[config.mk]
export PLATFORM = sky130hd
export DESIGN_NAME = timer_scheduler_flat
export DESIGN_NICKNAME = d
export VERILOG_FILES = /design/src/rtl/timer_scheduler_if.sv /design/src/rtl/timer_scheduler.sv /design/src/flat_wrapper.sv
export SDC_FILE = /design/constraint.sdc
export NUM_CORES = 1
export LEC_CHECK = 0
export BUFFER_PORTS_ARGS = -buffer_cell sky130_fd_sc_hd__clkbuf_2
export CORE_UTILIZATION = 24
export CTS_CLUSTER_SIZE = 30
export DETAILED_ROUTE_END_ITERATION = 7
export GPL_TIMING_DRIVEN = 0
export HOLD_SLACK_MARGIN = 0.03
export SLEW_MARGIN = 20
export SYNTH_ARGS = -nofsm -noshare
export SYNTH_HDL_FRONTEND = slang
export SYNTH_SLANG_ARGS = --single-unit
[constraint.sdc]
create_clock -name clk -period 2.5 [get_ports clk]
set_clock_uncertainty 0.1 [all_clocks]
set_input_delay 0.25 -clock clk [delete_from_list [all_inputs] [get_ports clk]]
set_output_delay 0.25 -clock clk [all_outputs]
set_load 0.005 [all_outputs]
[src/rtl/timer_scheduler_if.sv]
// Command channel of timer_scheduler: valid/ready request with channel, op and period.
interface timer_scheduler_if #(
  parameter int NUM_CH = 4,
  parameter int CNT_W  = 16
);
  localparam int CH_W = (NUM_CH > 1) ? $clog2(NUM_CH) : 1;

  logic             cfg_valid;
  logic             cfg_ready;
  logic [CH_W-1:0]  cfg_ch;
  logic [1:0]       cfg_op;
  logic [CNT_W-1:0] cfg_period;
  logic             cfg_err;

  modport master (output cfg_valid, cfg_ch, cfg_op, cfg_period, input cfg_ready, cfg_err);
  modport slave  (input cfg_valid, cfg_ch, cfg_op, cfg_period, output cfg_ready, cfg_err);
endinterface

[src/rtl/timer_scheduler.sv]
// Multi-channel one-shot/periodic tick timer with a shared command port.
// Optional sticky interrupt status is built when TIMER_SCHEDULER_IRQ_EN is defined.
module timer_scheduler_ch #(
  parameter int CNT_W = 16
) (
  input  logic             clk,
  input  logic             rst_n,
  input  logic             tick_i,
  input  logic             start_i,
  input  logic             periodic_i,
  input  logic             stop_i,
  input  logic [CNT_W-1:0] period_i,
  output logic             busy_o,
  output logic             expire_o
);
  typedef enum logic [1:0] {IDLE, ONESHOT, PERIODIC} ch_state_e;

  ch_state_e        state_q, state_d;
  logic [CNT_W-1:0] rem_q, rem_d;
  logic [CNT_W-1:0] reload_q, reload_d;
  logic             expire_q, expire_d;

  always_ff @(posedge clk or negedge rst_n) begin
    if (!rst_n) begin
      state_q  <= IDLE;
      rem_q    <= '0;
      reload_q <= '0;
      expire_q <= 1'b0;
    end else begin
      state_q  <= state_d;
      rem_q    <= rem_d;
      reload_q <= reload_d;
      expire_q <= expire_d;
    end
  end

  // Commands and ticks never share a cycle, so start/stop take priority harmlessly.
  always_comb begin
    state_d  = state_q;
    rem_d    = rem_q;
    reload_d = reload_q;
    expire_d = 1'b0;
    if (start_i) begin
      state_d  = periodic_i ? PERIODIC : ONESHOT;
      rem_d    = period_i;
      reload_d = period_i;
    end else if (stop_i) begin
      state_d = IDLE;
      rem_d   = '0;
    end else if (tick_i && state_q != IDLE) begin
      if (rem_q == CNT_W'(1)) begin
        expire_d = 1'b1;
        if (state_q == ONESHOT) begin
          state_d = IDLE;
          rem_d   = '0;
        end else begin
          rem_d = reload_q;
        end
      end else begin
        rem_d = rem_q - CNT_W'(1);
      end
    end
  end

  assign busy_o   = (state_q != IDLE);
  assign expire_o = expire_q;
endmodule

module timer_scheduler #(
  parameter int NUM_CH = 4,
  parameter int CNT_W  = 16
) (
  input  logic                 clk,
  input  logic                 rst_n,
  input  logic                 tick_in,
  timer_scheduler_if.slave     cfg,
  output logic [NUM_CH-1:0]    busy,
  output logic [NUM_CH-1:0]    expire,
  output logic                 irq,
  input  logic [NUM_CH-1:0]    irq_clr
);
  localparam int CH_W = (NUM_CH > 1) ? $clog2(NUM_CH) : 1;
  localparam logic [CH_W:0] NUM_CH_L = (CH_W+1)'(NUM_CH);

  logic cfg_accept, cfg_bad, cmd_start, cmd_stop;
  logic cfg_err_q, cfg_err_d;

  assign cfg.cfg_ready = ~tick_in;
  assign cfg_accept    = cfg.cfg_valid & cfg.cfg_ready;
  assign cfg_bad       = (cfg.cfg_op == 2'b11)
                       | ((cfg.cfg_op != 2'b00) & (cfg.cfg_period == '0))
                       | ({1'b0, cfg.cfg_ch} >= NUM_CH_L);
  assign cmd_start     = cfg_accept & ~cfg_bad & (cfg.cfg_op != 2'b00);
  assign cmd_stop      = cfg_accept & ~cfg_bad & (cfg.cfg_op == 2'b00);

  always_comb cfg_err_d = cfg_accept & cfg_bad;

  always_ff @(posedge clk or negedge rst_n) begin
    if (!rst_n) cfg_err_q <= 1'b0;
    else        cfg_err_q <= cfg_err_d;
  end
  assign cfg.cfg_err = cfg_err_q;

  for (genvar i = 0; i < NUM_CH; i++) begin : g_ch
    logic sel;
    assign sel = (cfg.cfg_ch == CH_W'(i));
    timer_scheduler_ch #(.CNT_W(CNT_W)) u_ch (
      .clk        (clk),
      .rst_n      (rst_n),
      .tick_i     (tick_in),
      .start_i    (cmd_start & sel),
      .periodic_i (cfg.cfg_op[1]),
      .stop_i     (cmd_stop & sel),
      .period_i   (cfg.cfg_period),
      .busy_o     (busy[i]),
      .expire_o   (expire[i])
    );
  end

`ifdef TIMER_SCHEDULER_IRQ_EN
  logic [NUM_CH-1:0] irq_sts_q, irq_sts_d;

  // Set wins over clear when both hit the same bit.
  always_comb irq_sts_d = (irq_sts_q & ~irq_clr) | expire;

  always_ff @(posedge clk or negedge rst_n) begin
    if (!rst_n) irq_sts_q <= '0;
    else        irq_sts_q <= irq_sts_d;
  end
  assign irq = |irq_sts_q;
`else
  logic unused_irq_clr;
  assign unused_irq_clr = ^irq_clr;
  assign irq            = 1'b0;
`endif
endmodule

[src/flat_wrapper.sv]
// flat-port wrapper written by rule: the top's interface ports become plain ports
module timer_scheduler_flat 
#(
  parameter int NUM_CH = 4,
  parameter int CNT_W  = 16
)
  (clk, rst_n, tick_in, busy, expire, irq, irq_clr, cfg_cfg_valid, cfg_cfg_ch, cfg_cfg_op, cfg_cfg_period, cfg_cfg_ready, cfg_cfg_err);
  timer_scheduler_if #(.NUM_CH(NUM_CH), .CNT_W(CNT_W)) cfg_i ();
  input  logic clk;
  input  logic rst_n;
  input  logic tick_in;
  output logic [NUM_CH-1:0] busy;
  output logic [NUM_CH-1:0] expire;
  output logic irq;
  input  logic [NUM_CH-1:0] irq_clr;
  input wire logic [$bits(cfg_i.cfg_valid)-1:0] cfg_cfg_valid;
  input wire logic [$bits(cfg_i.cfg_ch)-1:0] cfg_cfg_ch;
  input wire logic [$bits(cfg_i.cfg_op)-1:0] cfg_cfg_op;
  input wire logic [$bits(cfg_i.cfg_period)-1:0] cfg_cfg_period;
  output wire logic [$bits(cfg_i.cfg_ready)-1:0] cfg_cfg_ready;
  output wire logic [$bits(cfg_i.cfg_err)-1:0] cfg_cfg_err;
  assign cfg_i.cfg_valid = cfg_cfg_valid;
  assign cfg_i.cfg_ch = cfg_cfg_ch;
  assign cfg_i.cfg_op = cfg_cfg_op;
  assign cfg_i.cfg_period = cfg_cfg_period;
  assign cfg_cfg_ready = cfg_i.cfg_ready;
  assign cfg_cfg_err = cfg_i.cfg_err;
  timer_scheduler #(.NUM_CH(NUM_CH), .CNT_W(CNT_W)) u_core (.clk(clk), .rst_n(rst_n), .tick_in(tick_in), .cfg(cfg_i), .busy(busy), .expire(expire), .irq(irq), .irq_clr(irq_clr));
endmodule
# ---- After elaboration in Yosys (flattened, before gate mapping)
# Index checks and enable logic that the tools add are counted.
dict set report totals {
  inputBits 28
  elab_cells 135
  ff_bits 141
  output_inout_bits 11
}
dict set report op_classes {
  mux 57
  n_reduce_logical 28
  n_eq_ne 12
  bitwise_logic 17
  n_addsub 4
}
# cell n
set ops {}
lappend ops {{$mux 16} 20}
lappend ops {{$eq 16x1->1 const B} 4}
lappend ops {{$sub 16x1->16 const B} 4}
lappend ops {{$mux 2} 21}
lappend ops {{$reduce_bool 3->1} 12}
lappend ops {{$logic_not 16->1} 1}
lappend ops {{$mux 1} 16}
lappend ops {{$and 1x1->1} 14}
lappend ops {{$reduce_and 3->1} 4}
lappend ops {{$eq 2x1->1 const B} 5}
lappend ops {{$reduce_bool 2->1} 5}
lappend ops {{$eq 2x2->1 const B} 3}
lappend ops {{$logic_and 1x1->1} 4}
lappend ops {{$logic_not 2->1} 2}
lappend ops {{$not 1->1} 2}
lappend ops {{$or 1x1->1} 1}

# ---- Logic depth before layout (Yosys ltp)
# Gate-level depths: netlist of the first run.
dict set report logic_depth {
  depth_word 9
  mapped_depth 9
  ltp_nobuf 7
}

# ---- Hierarchy
# From an unflattened synthesis of the first run, not the netlist that was laid out.
dict set report unflattened {
  cells_unflattened 864
  hier_area_um2 8116.5
}
# mod instances area_each_um2 cells_each seq_area_each_um2
set modules_own_cells {}
lappend modules_own_cells {{timer_scheduler_ch at u_core.g_ch[0].u_ch ...} 3 1945.6 205 875.8}
lappend modules_own_cells {{timer_scheduler_ch at u_core.g_ch[3].u_ch} 1 2059.5 222 875.8}
lappend modules_own_cells {timer_scheduler 1 220.2 27 25.0}

# ---- Worst setup path before layout of the first run
# Ideal clock, no wire load.
dict set report synth_timing {
  path_type {reg-to-reg}
  startpoint {reg u_core.g_ch[3].u_ch.rem_q[1]}
  endpoint {reg u_core.g_ch[3].u_ch.rem_q[1]}
  n_path_buf 1
  period_less_slack_ps 2293
  stages_incl_launch_ff 8
  setup_time_ps 94
  required_time_ps 2306
  setup_slack_ps 207
  t_arrival_ps 2099
  cell_sequence {dfrtp_1 > inv_1 > ha_1 > or3b_2 > or4_1 > buf_2 > mux2_4 > a221oi_2}
}
dict set report synth_via {
  elab_chain_len 5
  word_cells_on_any_way 6
  classes_between {add/sub: 1; eq/ne: 1; mux: 4}
}
# element line_no
set synth_lines {}
lappend synth_lines {{start, declared} timer_scheduler.sv:19} ;# logic [CNT_W-1:0] rem_q, rem_d;
lappend synth_lines {{start signal, assigned} timer_scheduler.sv:31} ;# rem_q <= rem_d;
lappend synth_lines {{$sub 16x1->16 or $eq 16x1->1 (tied branches)} {timer_scheduler.sv:60, timer_scheduler.sv:51}}
lappend synth_lines {{$mux 16 *} timer_scheduler.sv:51} ;# if (rem_q == CNT_W'(1)) begin
lappend synth_lines {{$mux 16 *} timer_scheduler.sv:50} ;# end else if (tick_i && state_q != IDLE) begin
lappend synth_lines {{$mux 16 *} timer_scheduler.sv:47} ;# end else if (stop_i) begin
lappend synth_lines {{$mux 16 *} timer_scheduler.sv:43} ;# if (start_i) begin
# Mark *: on every way between the ends. The rest lies on a longest branch, timed or not. The select of a mux whose other input is x is not followed.
# A chain may end at the register's enable or synchronous reset.

# ---- Final worst setup path of the first run
dict set report layout_timing {
  startpoint {reg u_core.g_ch[3].u_ch.rem_q[14]}
  endpoint {reg u_core.g_ch[3].u_ch.rem_q[1]}
}
dict set report layout_via {
  elab_chain_len 5
}
# element line_no
set layout_lines {}
lappend layout_lines {{$eq 16x1->1} timer_scheduler.sv:51}
lappend layout_lines {{$mux 16} timer_scheduler.sv:51}
lappend layout_lines {{$mux 16} timer_scheduler.sv:50}
lappend layout_lines {{$mux 16} timer_scheduler.sv:47}
lappend layout_lines {{$mux 16} timer_scheduler.sv:43}
# No other way between the ends. The select of a mux whose other input is x is not followed.

==> impl_metrics.toml, run 1 <==
[clocking]
clockRootBuffer = "clkbuf_16"
clockBufferDepth = 2
tritoncts = "yes"
clkSlewWorstSetupHoldPaths_ps = 70
cts_buffers = 17
cts_num_sinks = 141
clock_latency_ps = 440
htreeDepth = 4

[finish]
final_layout_size_suffix_gt1_share_pct = 16.5
seq_area_um2 = 3530
fill_cells = 3567
area_growth_pct = 19.3
utilization_pct = 29.1
nets = 1005
layout.cells.non_filler = 1430
final_area_um2 = 9720
multi_input_area_um2 = 4360
antennaDiodeCount = 0

[placed_design]
port-buffer-count = 29
hpwl_um = 18100
dp_cells = 1390
place_area_um2 = 8890
pre_cts_ws_ps = -535
gp_congestion = 0.906

[floorplan]
die_h_um = 186
dieWidth_um = 186
num_rows = 67
io_pins = 39
coreArea_um2 = 33400
start_util_pct = 24.4
dieArea_um2 = 34700

[routing]
vias = 7650
vias_per_cell = 5.35
drt_iter0_drc = 595
first_pass_iters = 5
avgRoutedWirePerCell_um = 18.9
drc = 0
wl_um = 27000
postRouteAntennaNets = 0

[power]
seqPwrFrac_pct = 41.3
clkPwrFrac_pct = 29.4
combPwrFrac_pct = 29.3
vdd_drop_max_v = 0.000515
p_sw_share_pct = 36.3
powerDensity_nw_per_um2 = 972
internal-power_mw = 6.02
power.switching_mw = 3.43
leakage_nw = 3.99

[setup_path]
reg2reg_depth = 5
path_class = "reg -> reg"
cp_cell_sequence = "or4_4 > or4_1 > buf_4 > mux2_4 > a221oi_2"
end_kind = "flop"
critPathBufInv = 1
cp_data_required_time_ps = 2750
crit_family = "simple AND/OR/NAND/NOR gates"
cp-start-kind = "flop"
crit_arrival_ps = 2720
path_depth = 5
r2r_slack_ps = 30
slowest_stage = "or4_4"
cp_max_fo = 5
max_stage_delay_ps = 590

[global_routing]
grt_max_degree = 78
grt_pass1_wl_um = 42800
grtUsageMet2_pct = 24.8
grtUsageMet1_pct = 22.4
grt_pass1_vias = 7626
grt-busiest-layer = "met2"
grt_overflow = 0
antenna_found_initial = 1
grt_util_met3_pct = 3.52
track_usage_pct = 16.2

[synth]
syn_nets = 948
ys_ff_latch = 141
ys_seq_area_share_pct = 43.3
async_flop_share_pct = 100
avgSynthCellArea_um2 = 8.93
ys_top_cells_by_count = "nand2_1, dfrtp_1, nor2_1"
synth_cells = 912
synth_edf_count = 0
syn-cell-area_um2 = 8150
yosysMostFrequentCell = "nand2_1"
yosys_warnings = 0
synth_top_area_cell = "dfrtp_1"
yosysTopAreaCellShare_pct = 43.3
ys_top_cells_by_area = "dfrtp_1, nand2_1, o21ai_0"
netlist-cell-type-count = 74
ys.flop_type = "dfrtp_1"

[job]
max_cap_violations = 0

[timing]
tightest_slew_ps = 756
hold_viol = 0
fin_crit_ps = 2470
final-setup-viol-count = 0
timing.fmax_ghz = 0.405
slew_headroom_pct = 49.2
fin_ws_ps = 28.8
drv_slew = 0
fin_crit_sh_pct = 98.8

[hold_path]
hold_depth = 3
hp-class = "in -> reg"

[status]
outcome = "finished, final reports clean"
## state kept, by name, indices dropped and copies added (netlist names)
name / cells
u_core.cfg.cfg_err: 1
u_core.g_ch.u_ch.rem_q: 64
u_core.g_ch.u_ch.reload_q: 64
u_core.g_ch.u_ch.state_q: 8
u_core.g_ch.u_ch.expire_o: 4
## worst paths after layout
| kind | startpoint | end |
|---|---|---|
| setup / recovery | u_core.g_ch[3].u_ch.rem_q[14]$_DFFE_PN0P_ | u_core.g_ch[3].u_ch.rem_q[1]$_DFFE_PN0P_ |
| hold / removal | cfg_cfg_period[8] | u_core.g_ch[3].u_ch.rem_q[8]$_DFFE_PN0P_ |
| setup reg to reg | u_core.g_ch[3].u_ch.rem_q[14]$_DFFE_PN0P_ | u_core.g_ch[3].u_ch.rem_q[1]$_DFFE_PN0P_ |
| hold reg to reg | u_core.g_ch[1].u_ch.reload_q[14]$_DFFE_PN0P_ | u_core.g_ch[1].u_ch.reload_q[14]$_DFFE_PN0P_ |
| max in group asynchronous | rst_n | u_core.g_ch[2].u_ch.rem_q[6]$_DFFE_PN0P_ |
| min in group asynchronous | rst_n | u_core.g_ch[3].u_ch.expire_o$_DFF_PN0_ |
## cell usage in the layout (no fill, tap or decap), types with 22 or more instances in the layout
cell / n
nand2_1: 156
dfrtp_1: 140
nor2_1: 46
o21ai_0: 43
a21oi_1: 42
clkbuf_1: 36
clkbuf_2: 35
nor3_1: 32
nand3_1: 26
xnor2_1: 22
## layer usage
| layer | wire, um | share of wire, % | vias up |
|---|---|---|---|
| met5 | 9 | 0.033 | - |
| met4 | 718 | 2.7 | 2 |
| met3 | 2120 | 7.9 | 55 |
| met2 | 12000 | 44 | 308 |
| met1 | 12200 | 45 | 3795 |
| li1 | - | - | 3490 |
## stage by stage
step	power [mW]	setup TNS, ps	hold slack, ps
5_1_grt	9.99	-5.49	73.7
6_report	9.45	0	63.2
4_1_cts	9.35	0	59.7
2_1_floorplan	5.71	0	-146
3_5_place_dp	6.51	-26420	184
3_3_place_gp	6.42	-225790	358
## power groups by stage
stage / sequential [mW] / clock, mW / combinational, mW
finish: 3.91 / 2.77 / 2.77
global route: 4.01 / 2.89 / 3.08
CTS: 3.85 / 2.80 / 2.69
detailed placement: 3.86 / 0 / 2.65
global placement: 3.85 / 0 / 2.58
floorplan: 3.64 / 0 / 2.07
## area by class of cell
class | instances | area share, %
inverters | 18 | 0.695
clock buffers | 18 | 4.52
flip-flops and latches | 141 | 36.3
multi-input cells | 686 | 44.9
plain buffers | 66 | 3.24
repair buffers | 39 | 2.61
clock inverters | 14 | 1.97
well taps | 448 | 5.77
## kinds of logic (layout without fill, tap and decap cells)
family                   Yosys count  count (layout)  share of synthesized area (%)
AO/OA/AOI/OAI                    240             240                           21.0
XOR/XNOR                          35              35                           3.76
adder cells (fa/ha/maj)            8               8                           1.23
buffers and inverters             85             155                           4.53
flip-flops                       141             141                           43.3
multiplexers                      19              19                           2.61
other                              1               1                         0.0460
AND/OR/NAND/NOR                  383             383                           23.5
## worst min-delay path, cell delays in order
cell and delay, ps:
clkbuf_2 120, a21oi_1 130, nor3_1 60
## what timing repair did
item,4_1_cts,5_1_grt
endpoints found under the hold margin,65,0
hold buffers,2,0
endpoints found under the setup margin,37,77
resized for setup,11,31
setup buffers,0,7
pin swaps,0,4
(Power assumes the default switching activity.)
==> run 2: changes to the inputs <==
--- a/config.mk
+++ b/config.mk
@@ -5,12 +5,14 @@
 export SDC_FILE = /design/constraint.sdc
 export NUM_CORES = 1
 export LEC_CHECK = 0
+export ABC_AREA = 1
 export BUFFER_PORTS_ARGS = -buffer_cell sky130_fd_sc_hd__clkbuf_2
 export CORE_UTILIZATION = 24
-export CTS_CLUSTER_SIZE = 30
+export CTS_CLUSTER_SIZE = 24
 export DETAILED_ROUTE_END_ITERATION = 7
 export GPL_TIMING_DRIVEN = 0
 export HOLD_SLACK_MARGIN = 0.03
+export REMOVE_ABC_BUFFERS = 1
 export SLEW_MARGIN = 20
 export SYNTH_ARGS = -nofsm -noshare
 export SYNTH_HDL_FRONTEND = slang
==> impl_metrics.toml, run 2 <==
[timing]
hold_viol = 0
slew_headroom_pct = 46.5
final-setup-viol-count = 0
timing.fmax_ghz = 0.417
drv_slew = 0
tns_ps = 0
fin_crit_ps = 2400
rsz0062_at_grt = "no"
tightest_slew_ps = 801
fin_crit_sh_pct = 95.8

[clocking]
clkSlewWorstSetupHoldPaths_ps = 60
clockRootBuffer = "clkbuf_16"
cts_buffers = 17
cts_num_sinks = 141
clock_latency_ps = 440
clockBufferDepth = 2
htreeDepth = 4
tritoncts = "yes"

[floorplan]
io_pins = 39
die_h_um = 194
dieArea_um2 = 37600
num_rows = 69
dieWidth_um = 194
coreArea_um2 = 35900
start_util_pct = 24.6

[finish]
area_growth_pct = 14.5
nets = 1431
final_cell_mix = "nand2_1, nor2_1, dfrtp_1"
final_layout_size_suffix_gt1_share_pct = 6.89
fill_cells = 4015
antennaDiodeCount = 0
multi_input_area_um2 = 4700
reg.largest.list = "u_core.g_ch.u_ch.reload_q x64, u_core.g_ch.u_ch.rem_q x64, u_core.g_ch.u_ch.state_q x8"
seq_area_um2 = 3530
layout.cells.non_filler = 1869
final_common_cell = "nand2_1"

[setup_path]
cp_data_required_time_ps = 2720
crit_arrival_ps = 2620
reg2reg_depth = 10
cp-start-kind = "primary input"
r2r_slack_ps = 230
cp_max_fo = 17
r2r-end = "u_core.g_ch[1].u_ch.rem_q[15]$_DFFE_PN0P_"
end_kind = "flop"
r2r_start = "u_core.g_ch[1].u_ch.rem_q[2]$_DFFE_PN0P_"
path_class = "in -> reg"

[routing]
avgRoutedWirePerCell_um = 15.4
vias = 9043
drt_iter0_drc = 714
wl_um = 28700
drc = 0
first_pass_iters = 6
vias_per_cell = 4.84
postRouteAntennaNets = 0

[global_routing]
grt_pass1_wl_um = 44500
antenna_found_initial = 1
grt_pass1_vias = 8265
track_usage_pct = 14.8
grt_overflow = 0
grt_max_degree = 73

[synth]
yosysMostFrequentCell = "nand2_1"
yosys_warnings = 0
netlist-cell-type-count = 30
ys_top_cells_by_count = "nand2_1, nor2_1, dfrtp_1"
async_flop_share_pct = 100
synth_top_area_cell = "dfrtp_1"
synth_cells = 1366
ys.flop_type = "dfrtp_1"
avgSynthCellArea_um2 = 6.47
ys_ff_latch = 141
synth_edf_count = 0
syn-cell-area_um2 = 8840
yosysTopAreaCellShare_pct = 39.9
ys_top_cells_by_area = "dfrtp_1, nand2_1, nand3_1"
ys_seq_area_share_pct = 39.9

[power]
p_sw_share_pct = 43.0
powerDensity_nw_per_um2 = 994
vdd_drop_max_v = 0.000529
leakage_nw = 5.16
p_total_mw = 10.1
internal-power_mw = 5.74
combPwrFrac_pct = 38.3
clkPwrFrac_pct = 24.4
power.switching_mw = 4.33
seqPwrFrac_pct = 37.3

[placed_design]
gp_congestion = 0.888
port-buffer-count = 33
dp_cells = 1821
hpwl_um = 18300

[status]
outcome = "finished, final reports clean"

[hold_path]
hp-class = "in -> reg"
hold_depth = 3
hp-start = "cfg_cfg_valid"
min_to = "u_core.cfg.cfg_err$_DFF_PN0_"

[job]
max_cap_violations = 0
-- run 2: cell count changes after synthesis, moves of 14 or more --
cell	change
nand2_1	+380
nor2_1	+119
inv_1	+114
nand3_1	+100
o21ai_0	+74
clkbuf_1	-35
nor3_1	-30
nor4_1	-24
xnor2_1	-18
a22o_1	-16
a211oi_1	-14
mux2_2	-14
nand3b_1	+14
-- run 2: cell families after synthesis --
group / count (synthesis) / synth area share (%)
and+or+nand+nor: 872 / 40.4
buffers and inverters: 176 / 8.35
AOI/OAI and AO/OA: 161 / 9.45
DFF: 141 / 39.9
adders and majority gates: 8 / 1.13
xor gates and xnor gates: 7 / 0.693
other: 1 / 0.0424
-- run 2: critical path, stage by stage --
cell	delay (ps)
clkbuf_2	210
nand2_1	560
nand4_1	750
nand2_4	500
inv_2	180
nand2_1	100
nand2_1	50
-- run 2: worst max path at each step --
stage	start	cells past startpoint	end
floorplan	cfg_cfg_op[1]	8	u_core.g_ch[0].u_ch.rem_q[10]$_DFFE_PN0P_
global route	cfg_cfg_op[1]	7	u_core.g_ch[2].u_ch.rem_q[7]$_DFFE_PN0P_
finish	cfg_cfg_op[1]	7	u_core.g_ch[2].u_ch.rem_q[12]$_DFFE_PN0P_
detailed placement	cfg_cfg_period[1]	9	u_core.g_ch[1].u_ch.rem_q[11]$_DFFE_PN0P_
CTS	cfg_cfg_period[1]	9	u_core.g_ch[2].u_ch.rem_q[7]$_DFFE_PN0P_
global placement	rst_n	1	u_core.g_ch[1].u_ch.reload_q[11]$_DFFE_PN0P_
-- run 2: area by class of cell --
| type | count | share of cell area, % |
|---|---|---|
| multi-input combinational | 1058 | 46.4 |
| sequential | 141 | 34.8 |
| tap | 461 | 5.69 |
| inverter | 136 | 5.09 |
| clock buffer | 18 | 4.24 |
| timing repair buffer | 41 | 2.53 |
| clock inverter | 14 | 1.20 |
-- run 2: what timing repair did --
| action | 4_1_cts | 5_1_grt |
|---|---|---|
| buffers inserted | 0 | 6 |
| resized for setup | 9 | 5 |
| setup endpoints to repair | 58 | 40 |
| pin swaps | 0 | 8 |
| cloned | 1 | 8 |
| hold buffers | 1 | 0 |
| hold endpoints to repair | 71 | 0 |
-- run 2: stage by stage --
step / util [%] / area [um2] / setup slack (ps) / hold WS (ps)
after floorplan: - / 8620 / 396 / -146
after global placement: 26.1 / 9360 / -1490 / 381
after detailed placement: 26.2 / 9400 / -1030 / 212
after CTS: 27.9 / 10000 / 28.7 / 57.6
after global routing: 28.2 / 10100 / 26.4 / 97.9
final: 28.2 / 10100 / 104 / 70.3
-- run 2: layer usage --
layer	part of all wire, %	vias up	wire (um)	track usage (%)
met5	0.038	-	11	0
met4	1.9	2	557	4.53
met3	8.0	44	2300	2.99
met2	42	331	12000	21.8
met1	48	4261	13900	21.6
li1	-	4405	-	-
-- run 2: power by group through the flow --
stage	logic, mW	clock network [mW]	registers (mW)
after CTS	3.79	2.50	3.74
final	3.85	2.46	3.76
after global placement	3.68	0	3.75
after detailed placement	3.75	0	3.76
after floorplan	2.93	0	3.54
after global routing	4.52	2.58	3.87
